==> config.mk <==
export PLATFORM = sky130hd
export DESIGN_NAME = tage_update_ctrl_flat
export DESIGN_NICKNAME = d
export VERILOG_FILES = /design/src/rtl/tage_update_if.sv /design/src/rtl/tage_update_ctrl.sv /design/src/flat_wrapper.sv
export SDC_FILE = /design/constraint.sdc
export NUM_CORES = 1
export LEC_CHECK = 0
export CORE_ASPECT_RATIO = 1.75
export CORE_MARGIN = 4
export CORE_UTILIZATION = 40
export CTS_CLUSTER_DIAMETER = 150
export DETAILED_ROUTE_END_ITERATION = 12
export PLACE_DENSITY = 0.78
export RECOVER_POWER = 25
export SYNTH_ARGS = -nofsm -noshare
export SYNTH_HDL_FRONTEND = slang
export SYNTH_SLANG_ARGS = --single-unit
export TNS_END_PERCENT = 1
==> constraint.sdc <==
create_clock -name Clk -period 1.63 [get_ports Clk]
set_input_delay 0.4075 -clock Clk [delete_from_list [all_inputs] [get_ports Clk]]
set_output_delay 0.4075 -clock Clk [all_outputs]
set_load 0.05 [all_outputs]
==> src/rtl/tage_update_if.sv <==
// Request / response / table-strobe bundle for the TAGE tagged-table update controller.
// The stat_* counters exist only when TAGE_UPD_STATS_EN is defined.
interface tage_update_if #(
  parameter int IL      = 10,
  parameter int TAG_LEN = 8,
  parameter int UL      = 2,
  parameter int CL      = 3
);
  logic               req_valid;
  logic               req_ready;
  logic [IL-1:0]      req_index;
  logic [TAG_LEN-1:0] req_tag;
  logic               req_taken;
  logic               req_alt_pred;
  logic               resp_valid;
  logic               resp_hit;
  logic               resp_mispred;
  logic               tbl_rd;
  logic               tbl_wr;
  logic [IL-1:0]      tbl_index;
  logic [TAG_LEN-1:0] tbl_wdata_tag;
  logic [TAG_LEN-1:0] tbl_rdata_tag;
  logic [UL-1:0]      tbl_rdata_u;
  logic [CL-1:0]      tbl_rdata_c;
  logic               tbl_inc_c;
  logic               tbl_dec_c;
  logic               tbl_inc_u;
  logic               tbl_dec_u;
  logic               tbl_alloc;
  logic               tbl_update_en;
`ifdef TAGE_UPD_STATS_EN
  logic [15:0]        stat_alloc;
  logic [15:0]        stat_alloc_fail;
  logic [15:0]        stat_mispred;

  modport slave (
    input  req_valid, req_index, req_tag, req_taken, req_alt_pred,
           tbl_rdata_tag, tbl_rdata_u, tbl_rdata_c,
    output req_ready, resp_valid, resp_hit, resp_mispred,
           tbl_rd, tbl_wr, tbl_index, tbl_wdata_tag,
           tbl_inc_c, tbl_dec_c, tbl_inc_u, tbl_dec_u, tbl_alloc, tbl_update_en,
           stat_alloc, stat_alloc_fail, stat_mispred
  );
  modport master (
    output req_valid, req_index, req_tag, req_taken, req_alt_pred,
           tbl_rdata_tag, tbl_rdata_u, tbl_rdata_c,
    input  req_ready, resp_valid, resp_hit, resp_mispred,
           tbl_rd, tbl_wr, tbl_index, tbl_wdata_tag,
           tbl_inc_c, tbl_dec_c, tbl_inc_u, tbl_dec_u, tbl_alloc, tbl_update_en,
           stat_alloc, stat_alloc_fail, stat_mispred
  );
`else
  modport slave (
    input  req_valid, req_index, req_tag, req_taken, req_alt_pred,
           tbl_rdata_tag, tbl_rdata_u, tbl_rdata_c,
    output req_ready, resp_valid, resp_hit, resp_mispred,
           tbl_rd, tbl_wr, tbl_index, tbl_wdata_tag,
           tbl_inc_c, tbl_dec_c, tbl_inc_u, tbl_dec_u, tbl_alloc, tbl_update_en
  );
  modport master (
    output req_valid, req_index, req_tag, req_taken, req_alt_pred,
           tbl_rdata_tag, tbl_rdata_u, tbl_rdata_c,
    input  req_ready, resp_valid, resp_hit, resp_mispred,
           tbl_rd, tbl_wr, tbl_index, tbl_wdata_tag,
           tbl_inc_c, tbl_dec_c, tbl_inc_u, tbl_dec_u, tbl_alloc, tbl_update_en
  );
`endif
endinterface

==> src/rtl/tage_update_ctrl.sv <==
// Update/allocation controller for one TAGE tagged table: IDLE->READ->EVAL->UPD, one request in flight.
// Optional statistics counters are enabled by defining TAGE_UPD_STATS_EN.
module tage_update_ctrl #(
  parameter int IL      = 10,
  parameter int TAG_LEN = 8,
  parameter int UL      = 2,
  parameter int CL      = 3
) (
  input logic         Clk,
  input logic         reset,
  tage_update_if.slave bus
);
  typedef enum logic [1:0] {IDLE, READ, EVAL, UPD} state_t;

  state_t             state, state_nxt;
  logic [IL-1:0]      index_q;
  logic [TAG_LEN-1:0] tag_q;
  logic               taken_q, alt_q;
  logic               hit_q, mispred_q, fail_q;
  logic               inc_c_q, dec_c_q, inc_u_q, dec_u_q, alloc_q, upd_q;
  logic               accept;
  logic               hit, cmsb, pred, mispred, u_zero;

  assign accept = bus.req_valid && (state == IDLE);

  always_ff @(posedge Clk) begin
    if (!reset) state <= IDLE;
    else        state <= state_nxt;
  end

  always_comb begin
    state_nxt = state;
    case (state)
      IDLE:    if (accept) state_nxt = READ;
      READ:    state_nxt = EVAL;
      EVAL:    state_nxt = UPD;
      default: state_nxt = IDLE;
    endcase
  end

  // Index and tag are visible on the table port, so they are cleared by reset.
  always_ff @(posedge Clk) begin
    if (!reset) begin
      index_q <= '0;
      tag_q   <= '0;
    end else if (accept) begin
      index_q <= bus.req_index;
      tag_q   <= bus.req_tag;
    end
  end

  always_ff @(posedge Clk) begin
    if (accept) begin
      taken_q <= bus.req_taken;
      alt_q   <= bus.req_alt_pred;
    end
  end

  // Read data is only valid during EVAL, so every decision is captured here.
  always_comb begin
    hit     = (bus.tbl_rdata_tag == tag_q);
    cmsb    = bus.tbl_rdata_c[CL-1];
    pred    = hit ? cmsb : alt_q;
    mispred = (pred != taken_q);
    u_zero  = (bus.tbl_rdata_u == '0);
  end

  always_ff @(posedge Clk) begin
    if (state == EVAL) begin
      hit_q     <= hit;
      mispred_q <= mispred;
      fail_q    <= !hit && mispred && !u_zero;
      inc_c_q   <= hit && taken_q;
      dec_c_q   <= hit && !taken_q;
      inc_u_q   <= hit && (cmsb != alt_q) && (cmsb == taken_q);
      dec_u_q   <= hit ? ((cmsb != alt_q) && (cmsb != taken_q)) : mispred;
      alloc_q   <= !hit && mispred && u_zero;
      upd_q     <= hit || mispred;
    end
  end

  always_comb begin
    bus.req_ready     = (state == IDLE);
    bus.tbl_rd        = (state == READ);
    bus.tbl_index     = index_q;
    bus.tbl_wdata_tag = tag_q;
    bus.resp_valid    = 1'b0;
    bus.resp_hit      = 1'b0;
    bus.resp_mispred  = 1'b0;
    bus.tbl_inc_c     = 1'b0;
    bus.tbl_dec_c     = 1'b0;
    bus.tbl_inc_u     = 1'b0;
    bus.tbl_dec_u     = 1'b0;
    bus.tbl_alloc     = 1'b0;
    bus.tbl_update_en = 1'b0;
    if (state == UPD) begin
      bus.resp_valid    = 1'b1;
      bus.resp_hit      = hit_q;
      bus.resp_mispred  = mispred_q;
      bus.tbl_inc_c     = inc_c_q;
      bus.tbl_dec_c     = dec_c_q;
      bus.tbl_inc_u     = inc_u_q;
      bus.tbl_dec_u     = dec_u_q;
      bus.tbl_alloc     = alloc_q;
      bus.tbl_update_en = upd_q;
    end
    bus.tbl_wr = bus.tbl_update_en;
  end

`ifdef TAGE_UPD_STATS_EN
  function automatic logic [15:0] sat_inc(input logic [15:0] v, input logic en);
    return (en && (v != 16'hFFFF)) ? v + 16'd1 : v;
  endfunction

  logic [15:0] stat_alloc_q, stat_fail_q, stat_mispred_q;

  always_ff @(posedge Clk) begin
    if (!reset) begin
      stat_alloc_q   <= '0;
      stat_fail_q    <= '0;
      stat_mispred_q <= '0;
    end else if (state == UPD) begin
      stat_alloc_q   <= sat_inc(stat_alloc_q, alloc_q);
      stat_fail_q    <= sat_inc(stat_fail_q, fail_q);
      stat_mispred_q <= sat_inc(stat_mispred_q, mispred_q);
    end
  end

  assign bus.stat_alloc      = stat_alloc_q;
  assign bus.stat_alloc_fail = stat_fail_q;
  assign bus.stat_mispred    = stat_mispred_q;
`endif
endmodule

==> src/flat_wrapper.sv <==
// flat-port wrapper written by rule: the top's interface ports become plain ports
module tage_update_ctrl_flat 
#(
  parameter int IL      = 10,
  parameter int TAG_LEN = 8,
  parameter int UL      = 2,
  parameter int CL      = 3
)
  (Clk, reset, bus_req_valid, bus_req_index, bus_req_tag, bus_req_taken, bus_req_alt_pred, bus_tbl_rdata_tag, bus_tbl_rdata_u, bus_tbl_rdata_c, bus_req_ready, bus_resp_valid, bus_resp_hit, bus_resp_mispred, bus_tbl_rd, bus_tbl_wr, bus_tbl_index, bus_tbl_wdata_tag, bus_tbl_inc_c, bus_tbl_dec_c, bus_tbl_inc_u, bus_tbl_dec_u, bus_tbl_alloc, bus_tbl_update_en);
  tage_update_if #(.IL(IL), .TAG_LEN(TAG_LEN), .UL(UL), .CL(CL)) bus_i ();
  input logic Clk;
  input logic reset;
  input wire logic [$bits(bus_i.req_valid)-1:0] bus_req_valid;
  input wire logic [$bits(bus_i.req_index)-1:0] bus_req_index;
  input wire logic [$bits(bus_i.req_tag)-1:0] bus_req_tag;
  input wire logic [$bits(bus_i.req_taken)-1:0] bus_req_taken;
  input wire logic [$bits(bus_i.req_alt_pred)-1:0] bus_req_alt_pred;
  input wire logic [$bits(bus_i.tbl_rdata_tag)-1:0] bus_tbl_rdata_tag;
  input wire logic [$bits(bus_i.tbl_rdata_u)-1:0] bus_tbl_rdata_u;
  input wire logic [$bits(bus_i.tbl_rdata_c)-1:0] bus_tbl_rdata_c;
  output wire logic [$bits(bus_i.req_ready)-1:0] bus_req_ready;
  output wire logic [$bits(bus_i.resp_valid)-1:0] bus_resp_valid;
  output wire logic [$bits(bus_i.resp_hit)-1:0] bus_resp_hit;
  output wire logic [$bits(bus_i.resp_mispred)-1:0] bus_resp_mispred;
  output wire logic [$bits(bus_i.tbl_rd)-1:0] bus_tbl_rd;
  output wire logic [$bits(bus_i.tbl_wr)-1:0] bus_tbl_wr;
  output wire logic [$bits(bus_i.tbl_index)-1:0] bus_tbl_index;
  output wire logic [$bits(bus_i.tbl_wdata_tag)-1:0] bus_tbl_wdata_tag;
  output wire logic [$bits(bus_i.tbl_inc_c)-1:0] bus_tbl_inc_c;
  output wire logic [$bits(bus_i.tbl_dec_c)-1:0] bus_tbl_dec_c;
  output wire logic [$bits(bus_i.tbl_inc_u)-1:0] bus_tbl_inc_u;
  output wire logic [$bits(bus_i.tbl_dec_u)-1:0] bus_tbl_dec_u;
  output wire logic [$bits(bus_i.tbl_alloc)-1:0] bus_tbl_alloc;
  output wire logic [$bits(bus_i.tbl_update_en)-1:0] bus_tbl_update_en;
  assign bus_i.req_valid = bus_req_valid;
  assign bus_i.req_index = bus_req_index;
  assign bus_i.req_tag = bus_req_tag;
  assign bus_i.req_taken = bus_req_taken;
  assign bus_i.req_alt_pred = bus_req_alt_pred;
  assign bus_i.tbl_rdata_tag = bus_tbl_rdata_tag;
  assign bus_i.tbl_rdata_u = bus_tbl_rdata_u;
  assign bus_i.tbl_rdata_c = bus_tbl_rdata_c;
  assign bus_req_ready = bus_i.req_ready;
  assign bus_resp_valid = bus_i.resp_valid;
  assign bus_resp_hit = bus_i.resp_hit;
  assign bus_resp_mispred = bus_i.resp_mispred;
  assign bus_tbl_rd = bus_i.tbl_rd;
  assign bus_tbl_wr = bus_i.tbl_wr;
  assign bus_tbl_index = bus_i.tbl_index;
  assign bus_tbl_wdata_tag = bus_i.tbl_wdata_tag;
  assign bus_tbl_inc_c = bus_i.tbl_inc_c;
  assign bus_tbl_dec_c = bus_i.tbl_dec_c;
  assign bus_tbl_inc_u = bus_i.tbl_inc_u;
  assign bus_tbl_dec_u = bus_i.tbl_dec_u;
  assign bus_tbl_alloc = bus_i.tbl_alloc;
  assign bus_tbl_update_en = bus_i.tbl_update_en;
  tage_update_ctrl #(.IL(IL), .TAG_LEN(TAG_LEN), .UL(UL), .CL(CL)) u_core (.Clk(Clk), .reset(reset), .bus(bus_i));
endmodule
; ---- After elaboration in Yosys (flattened, before gate mapping)
; Index checks and enable logic that the tools add are counted.
[totals]
mem_count = 0
rom_bits = 0
latchBits = 0
input_bits = 36
wordCells = 48
ramBits = 0
output_inout_bits = 30
reg_bits = 30
[op_classes]
add_sub_neg = 0
n_eq_ne = 9
shift = 0
div_mod_pow = 0
n_reduce_logical = 13
mux = 13
n_lt_le_gt_ge = 0
bitwise = 0
multipliers = 0
[ops]
columns = op, n
row1 = two-way mux 1 bit, 11
row2 = equality test 8 bit, 1
row3 = logical AND 1 bit, 8
row4 = one-hot mux 2 bit (3 select lines), 1
row5 = equality test 2 bit (second input constant), 2
row6 = zero test 2 bit, 2
row7 = != test 1 bit, 3
row8 = equality test 2 x 1 -> 1 bit (second input constant), 1
row9 = zero test 1 bit, 2
row10 = two-way mux 2 bit, 1
row11 = != test 2 x 1 -> 1 bit (second input constant), 1
row12 = equality test 1 bit, 1
row13 = logical OR 1 bit, 1

; ---- Logic depth before layout (Yosys ltp)
; Gate-level depths: netlist of the first run.
[logic_depth]
word_depth = 5
depth_mapped = 7

; ---- Least setup slack after synthesis of the first run
; OpenSTA, ideal clock, no wires.
[synth_timing]
kind = register -> output
from = reg u_core.state[0]
to = out bus_tbl_wr
path_slack_ps = -544
path_buffers = 1
arrival_time_ps = 1766
path_stages_with_launch = 4
cell_sequence = dfxtp_1 ha_1 and2_1 buf_4
[synth_between]
elab_chain_cells = 2
[synth_rtl]
columns = element, line_no
row1 = from (decl), tage_update_ctrl.sv:15  ; state_t state, state_nxt;
row2 = from (signal assigned), tage_update_ctrl.sv:28  ; else state <= state_nxt;
row3 = equality test 2 bit, tage_update_ctrl.sv:96  ; if (state == UPD) begin
row4 = two-way mux 1 bit, tage_update_ctrl.sv:96
row5 = to (decl), flat_wrapper.sv:26  ; output wire logic [$bits(bus_i.tbl_wr)-1:0] bus_tbl_wr;
; Every way passes these cells.

; ---- Worst setup path in the final report of the first run
[layout_timing]
from = reg u_core.state[1]
to = out bus_tbl_wr
; Same word-level chain as after synthesis.

==> summary.json, run 1 <==
{
  "critical_path.max_fanout": 10,
  "die-height_um": 86.4,
  "finish.net_count": 263,
  "holdBufCountCts": 0,
  "drt-initial-drc-count": 17,
  "critical_path.n_buffers_inverters": 1,
  "routability_congestion_estimate": 0.881,
  "drive_gt1_share_pct": 30.8,
  "worstPathRequired_ns": 1.22,
  "antenna_violations_before_repair": 1,
  "power.static_leakage_nw": 1.21,
  "critical_path.startpoint_type": "flop",
  "route.final.wire_length_um": 4260,
  "num_rows": 28,
  "synthesis.yosys.warnings": 0,
  "dominantRegCellSynth": "sky130_fd_sc_hd__dfxtp_1",
  "count_of_flip_flops_with_a_built_in_enable_after_synthesis": 10,
  "starting_density_pct": 41.4,
  "grt_max_degree": 21,
  "clock_tree_from_tritoncts": "built",
  "yosysTopAreaCell": "sky130_fd_sc_hd__dfxtp_1",
  "finalCriticalPeriod_ns": 1.60,
  "number_of_global_route_vias_before_repair": 1432,
  "avgRoutedWirePerCell_um": 15.8,
  "grt_first_pass_wirelength_um": 6740,
  "dr.pass1.iters": 4,
  "worst_max_slew_margin_expressed_relative_to_the_limit_pct": 59.9,
  "clk_transition_reported_paths_ns": 0.06,
  "fin_skew_ns": 0.00643,
  "cap_violations": 0,
  "worstSkewPairLatency_ns": 0.28,
  "fillers": 218,
  "grtUsageTotal_pct": 20.0,
  "timing.final.setup_violations": 0,
  "final_core_util_pct": 76.9,
  "cts.root.buffer_cell": "sky130_fd_sc_hd__clkbuf_8",
  "syn-instance-count": 146,
  "finalMaxSlewViolations": 0,
  "multi_input_area_sq_um": 787,
  "h-tree-depth": 2,
  "power_density_over_the_cells_nw_per_um2": 1000,
  "dieWidth_um": 52.8,
  "placedInstanceArea_sq_um": 2420,
  "area_growth_syn_to_layout_pct": 85.8,
  "cts_buffers": 5,
  "fp.coreArea_sq_um": 3400,
  "placement.io_buffers": 63,
  "hold_viol_final": 0,
  "detailed_place_hpwl_um": 2970,
  "fraction_of_registers_with_async_set_reset_pct": 0,
  "antenna_violating_nets_remaining": 0,
  "number_of_vias_per_cell": 4.92,
  "critical_path.max_stage_delay_ns": 0.37,
  "grt.overflow.total": 0,
  "final_min_period_over_clock_period_pct": 98.4,
  "rsz0062_at_grt": "yes",
  "cts_sinks": 30,
  "share_of_synthesized_area_occupied_by_flip_flops_and_latches_pct": 49.8,
  "synth_area_per_cell_sq_um": 9.63,
  "die_area_sq_um": 4570,
  "postLayoutCellArea_sq_um": 2610,
  "design.portCount": 66,
  "critical_path.top_delay_family": "flip-flops",
  "run_status": "complete, no violations",
  "synth_seq_cells": 30,
  "crit_path_end_kind": "output port",
  "synth_top_cell_area_share_pct": 28.5,
  "num_vias": 1329,
  "synthTopCellsByArea": "sky130_fd_sc_hd__dfxtp_1, sky130_fd_sc_hd__edfxtp_1, sky130_fd_sc_hd__nand2_1",
  "worst_pin_slew_ns": 0.605,
  "sequential_cell_area_sq_um": 706,
  "largest_voltage_drop_on_the_vdd_net_mv": 0.919,
  "holdCritPathClass": "flop to flop",
  "worstPathArrival_ns": 1.20,
  "critPathKind": "flop to output port",
  "remaining_drc_errors": 0,
  "synthesis.nets": 186,
  "fmax_mhz": 623,
  "crit_path_cell_trace": "ha_4 -> and2_4 -> buf_12",
  "synth_cell_type_count": 29,
  "timing.critical_path.slowest_stage_cell": "sky130_fd_sc_hd__dfxtp_4",
  "netlist_area_sq_um": 1410,
  "number_of_buffers_on_the_longest_clock_path": 2
}
## cell families (layout without fill, tap and decap cells)
| family | count (synthesis) | after routing | synth area share (%) |
|---|---|---|---|
| xor+xnor | 8 | 8 | 4.98 |
| simple gates | 70 | 70 | 25.7 |
| other cells | 0 | 1 | 0 |
| fa+ha+maj | 4 | 4 | 3.56 |
| buf+inv | 10 | 88 | 3.02 |
| mux | 1 | 1 | 0.712 |
| compound gates | 23 | 23 | 12.2 |
| flops | 30 | 30 | 49.8 |
## placed cells by master (no fill, tap or decap), drive strengths merged, types with 4 or more instances in the layout
cell / count
a21boi: 18
and2: 8
buf: 33
clkbuf: 8
clkdlybuf4s50: 23
dfxtp: 20
dlymetal6s2s: 14
edfxtp: 10
ha: 4
nand2: 40
nor2: 7
nor2b: 4
xor2: 8
## synthesized netlist by cell type (all sizes together), types with 2 or more instances
master	instances
and2	8
a21boi	18
clkbuf	4
nor2b	4
a21oi	3
nand4b	2
inv	4
edfxtp	10
xor2	8
dfxtp	20
nor2	7
nor4	3
ha	4
buf	2
nand2	40
## state kept, by name (all words and copies together), names as in the netlist
signal                    flops
u_core.inc_c_q                1
u_core.hit_q                  1
u_core.dec_c_q                1
u_core.alloc_q                1
u_core.upd_q                  1
u_core.dec_u_q                1
u_core.state                  2
u_core.taken_q                1
u_core.bus.tbl_wdata_tag      8
u_core.bus.tbl_index         10
u_core.mispred_q              1
u_core.alt_q                  1
u_core.inc_u_q                1
## tightest hold or removal path, delay by kind of cell (launching register included)
family          cells  cell delay (ns)
flops               1             0.31
compound gates      1             0.06
simple gates        1             0.04
## cell type report
| class | count | area share (%) |
|---|---|---|
| Timing Repair Buffer | 76 | 36.5 |
| Multi-Input combinational cell | 106 | 30.1 |
| Sequential cell | 30 | 27.0 |
| Clock buffer | 7 | 3.30 |
| Tap cell | 45 | 2.16 |
| Inverter | 4 | 0.623 |
| Clock inverter | 1 | 0.192 |
| Antenna cell | 1 | 0.0958 |
## report_power, final
part	switching [mW]	internal (mW)	total (mW)
registers	0.0883	0.885	0.973
logic	0.580	0.455	1.04
clock network	0.264	0.340	0.604
## final timing paths
check,endpoint,cells after the start,from,slack [ns]
worst max-delay path,bus_tbl_wr,3,u_core.state[1],0.03
worst min-delay path,u_core.bus.tbl_index[6],2,u_core.bus.tbl_index[6],0.46
worst max register to register,u_core.dec_u_q,6,u_core.bus.tbl_wdata_tag[0],0.09
worst min register to register,u_core.bus.tbl_index[6],2,u_core.bus.tbl_index[6],0.46
## through the flow
step / setup slack (ns) / hold slack [ns] / std cells / power [mW] / setup TNS [ns]
after CTS: -0.0160 / 0.505 / 268 / 2.67 / -0.0491
after floorplan: -0.183 / 0.506 / 146 / 1.50 / -0.735
final: 0.0260 / 0.460 / 270 / 2.61 / 0
after global placement: -0.338 / 0.488 / 255 / 1.99 / -1.83
after global routing: -0.0331 / 0.487 / 270 / 2.73 / -0.0885
after detailed placement: -0.395 / 0.496 / 255 / 2.03 / -2.30
## per-layer routing
metal	vias up	part of all wire (%)	global-route usage (%)
met5	-	0	0
li1	632	-	-
met2	58	59	37.6
met4	0	1.2	6.28
met3	4	8.2	7.06
met1	635	32	19.5
## repair_timing
item | CTS | global route
pin swaps | 3 | 6
hold endpoints to repair | 0 | 0
buffers inserted | 5 | 1
setup endpoints to repair | 12 | 15
gates resized for setup | 14 | 19
(Power assumes the default switching activity.)
==> run 2: changes to the inputs <==
Settings changed: CELL_PAD_IN_SITES_DETAIL_PLACEMENT from default to 0, CELL_PAD_IN_SITES_GLOBAL_PLACEMENT from default to 1, CORE_UTILIZATION 40 to 29, PLACE_DENSITY 0.78 to default, PLACE_DENSITY_LB_ADDON from default to 0.1.
==> summary.json, run 2 (synthesis gave the netlist of run 1 again) <==
{
  "h-tree-depth": 2,
  "clock_tree_from_tritoncts": "built",
  "dr.pass1.iters": 4,
  "finalCriticalPeriod_ns": 1.60,
  "cts.root.buffer_cell": "sky130_fd_sc_hd__clkbuf_8",
  "timing.final.setup_violations": 0,
  "route.final.wire_length_um": 3770,
  "run_status": "complete, no violations",
  "layout_common_cells": "sky130_fd_sc_hd__nand2_1, sky130_fd_sc_hd__clkdlybuf4s50_1, sky130_fd_sc_hd__buf_12, sky130_fd_sc_hd__dfxtp_1",
  "design.portCount": 66,
  "finish.net_count": 266,
  "largest_voltage_drop_on_the_vdd_net_mv": 0.512,
  "drive_gt1_share_pct": 26.0,
  "placedInstanceArea_sq_um": 2480,
  "hold_viol_final": 0,
  "fin_ws_ns": 0.0281,
  "worstPathRequired_ns": 1.66,
  "power.total_mw": 2.56,
  "grt_first_pass_wirelength_um": 6050,
  "remaining_drc_errors": 0,
  "power_density_over_the_cells_nw_per_um2": 992,
  "fp.coreArea_sq_um": 4710,
  "worst_pin_slew_ns": 0.525,
  "grt.overflow.total": 0,
  "fin_skew_ns": 0.00870,
  "final_min_period_over_clock_period_pct": 98.3,
  "largest_reg_flops": 10,
  "critical_path.max_fanout": 5,
  "routability_congestion_estimate": 0.755,
  "grtUsageTotal_pct": 13.3,
  "detailed_place_hpwl_um": 3000,
  "worstSkewPairLatency_ns": 0.27,
  "power.static_leakage_nw": 1.18,
  "final.setup.tns_ns": 0,
  "critical_path.startpoint_type": "primary input",
  "number_of_vias_per_cell": 4.58,
  "antenna_violating_nets_remaining": 0,
  "holdBufCountCts": 0,
  "min_path_cells": 2,
  "drt-initial-drc-count": 24,
  "postLayoutCellArea_sq_um": 2580,
  "placement.io_buffers": 63,
  "num_rows": 33,
  "clk_transition_reported_paths_ns": 0.06,
  "crit_path_end_kind": "flop",
  "starting_density_pct": 29.9,
  "avgRoutedWirePerCell_um": 13.5,
  "worst_max_slew_margin_expressed_relative_to_the_limit_pct": 65.0,
  "layout_commonest_cell": "sky130_fd_sc_hd__nand2_1",
  "holdCritPathClass": "flop to flop",
  "critPathKind": "primary input to flop",
  "place_ws_ns": -0.388,
  "num_vias": 1279,
  "timing.reg2reg.worst_path_depth": 5,
  "number_of_global_route_vias_before_repair": 1343,
  "rsz0062_at_grt": "yes",
  "cap_violations": 0,
  "number_of_buffers_on_the_longest_clock_path": 2,
  "area_growth_syn_to_layout_pct": 83.4,
  "die_area_sq_um": 6070,
  "antenna_violations_before_repair": 0,
  "antennaDiodeCount": 0,
  "finalMaxSlewViolations": 0,
  "die-height_um": 100,
  "dieWidth_um": 60.6,
  "cts_sinks": 30,
  "fmax_mhz": 624,
  "grt_max_degree": 15,
  "worstPathArrival_ns": 1.63,
  "cts_buffers": 5
}
==> run 2: timing repair <==
action | in CTS | in global routing
resized for setup | 11 | 5
setup endpoints to repair | 12 | 13
buffers inserted | 4 | 1
pin swaps | 4 | 5
==> run 2: path summary, 6_finish.rpt <==
check	from	endpoint	slack, ns
max	bus_tbl_rdata_tag[5]	u_core.alloc_q	0.03
min	u_core.bus.tbl_index[8]	u_core.bus.tbl_index[8]	0.46
max reg2reg	u_core.bus.tbl_wdata_tag[2]	u_core.alloc_q	0.10
min reg2reg	u_core.bus.tbl_index[8]	u_core.bus.tbl_index[8]	0.46
==> run 2: final cells by class <==
type | count | area (sq um)
Tap cell | 52 | 65.1
Timing Repair Buffer | 79 | 990
Clock buffer | 8 | 80.1
Fill cell | 430 | 2130
Inverter | 4 | 15.0
Multi-Input combinational cell | 106 | 723
Sequential cell | 30 | 706
==> run 2: critical path, stage by stage <==
cell,delay (ns)
sky130_fd_sc_hd__clkdlybuf4s50_1,0.42
sky130_fd_sc_hd__xor2_1,0.17
sky130_fd_sc_hd__nor4_4,0.33
sky130_fd_sc_hd__nand2_2,0.17
sky130_fd_sc_hd__inv_2,0.09
sky130_fd_sc_hd__nor4_2,0.05
==> run 2: stage by stage <==
step / utilization [%] / hold WS [ns] / instances
after floorplan: - / 0.506 / 146
after global placement: 52.6 / 0.487 / 266
after detailed placement: 52.6 / 0.498 / 266
after CTS: 55.8 / 0.506 / 278
after global routing: 54.8 / 0.485 / 279
final: 54.8 / 0.459 / 279
==> run 2: report_power, final <==
part           internal, mW  switching, mW
clock                 0.303          0.256
combinational         0.475          0.563
sequential            0.884         0.0775
==> run 2: routing by layer <==
metal  global-route usage, %  vias to the layer above  part of all wire, %
met1                    12.9                      590                   34
met4                    5.51                        0                  1.9
met2                    24.2                       45                   55
met5                       0                        -                    0
met3                    4.50                        5                  8.4
li1                        -                      639                    -
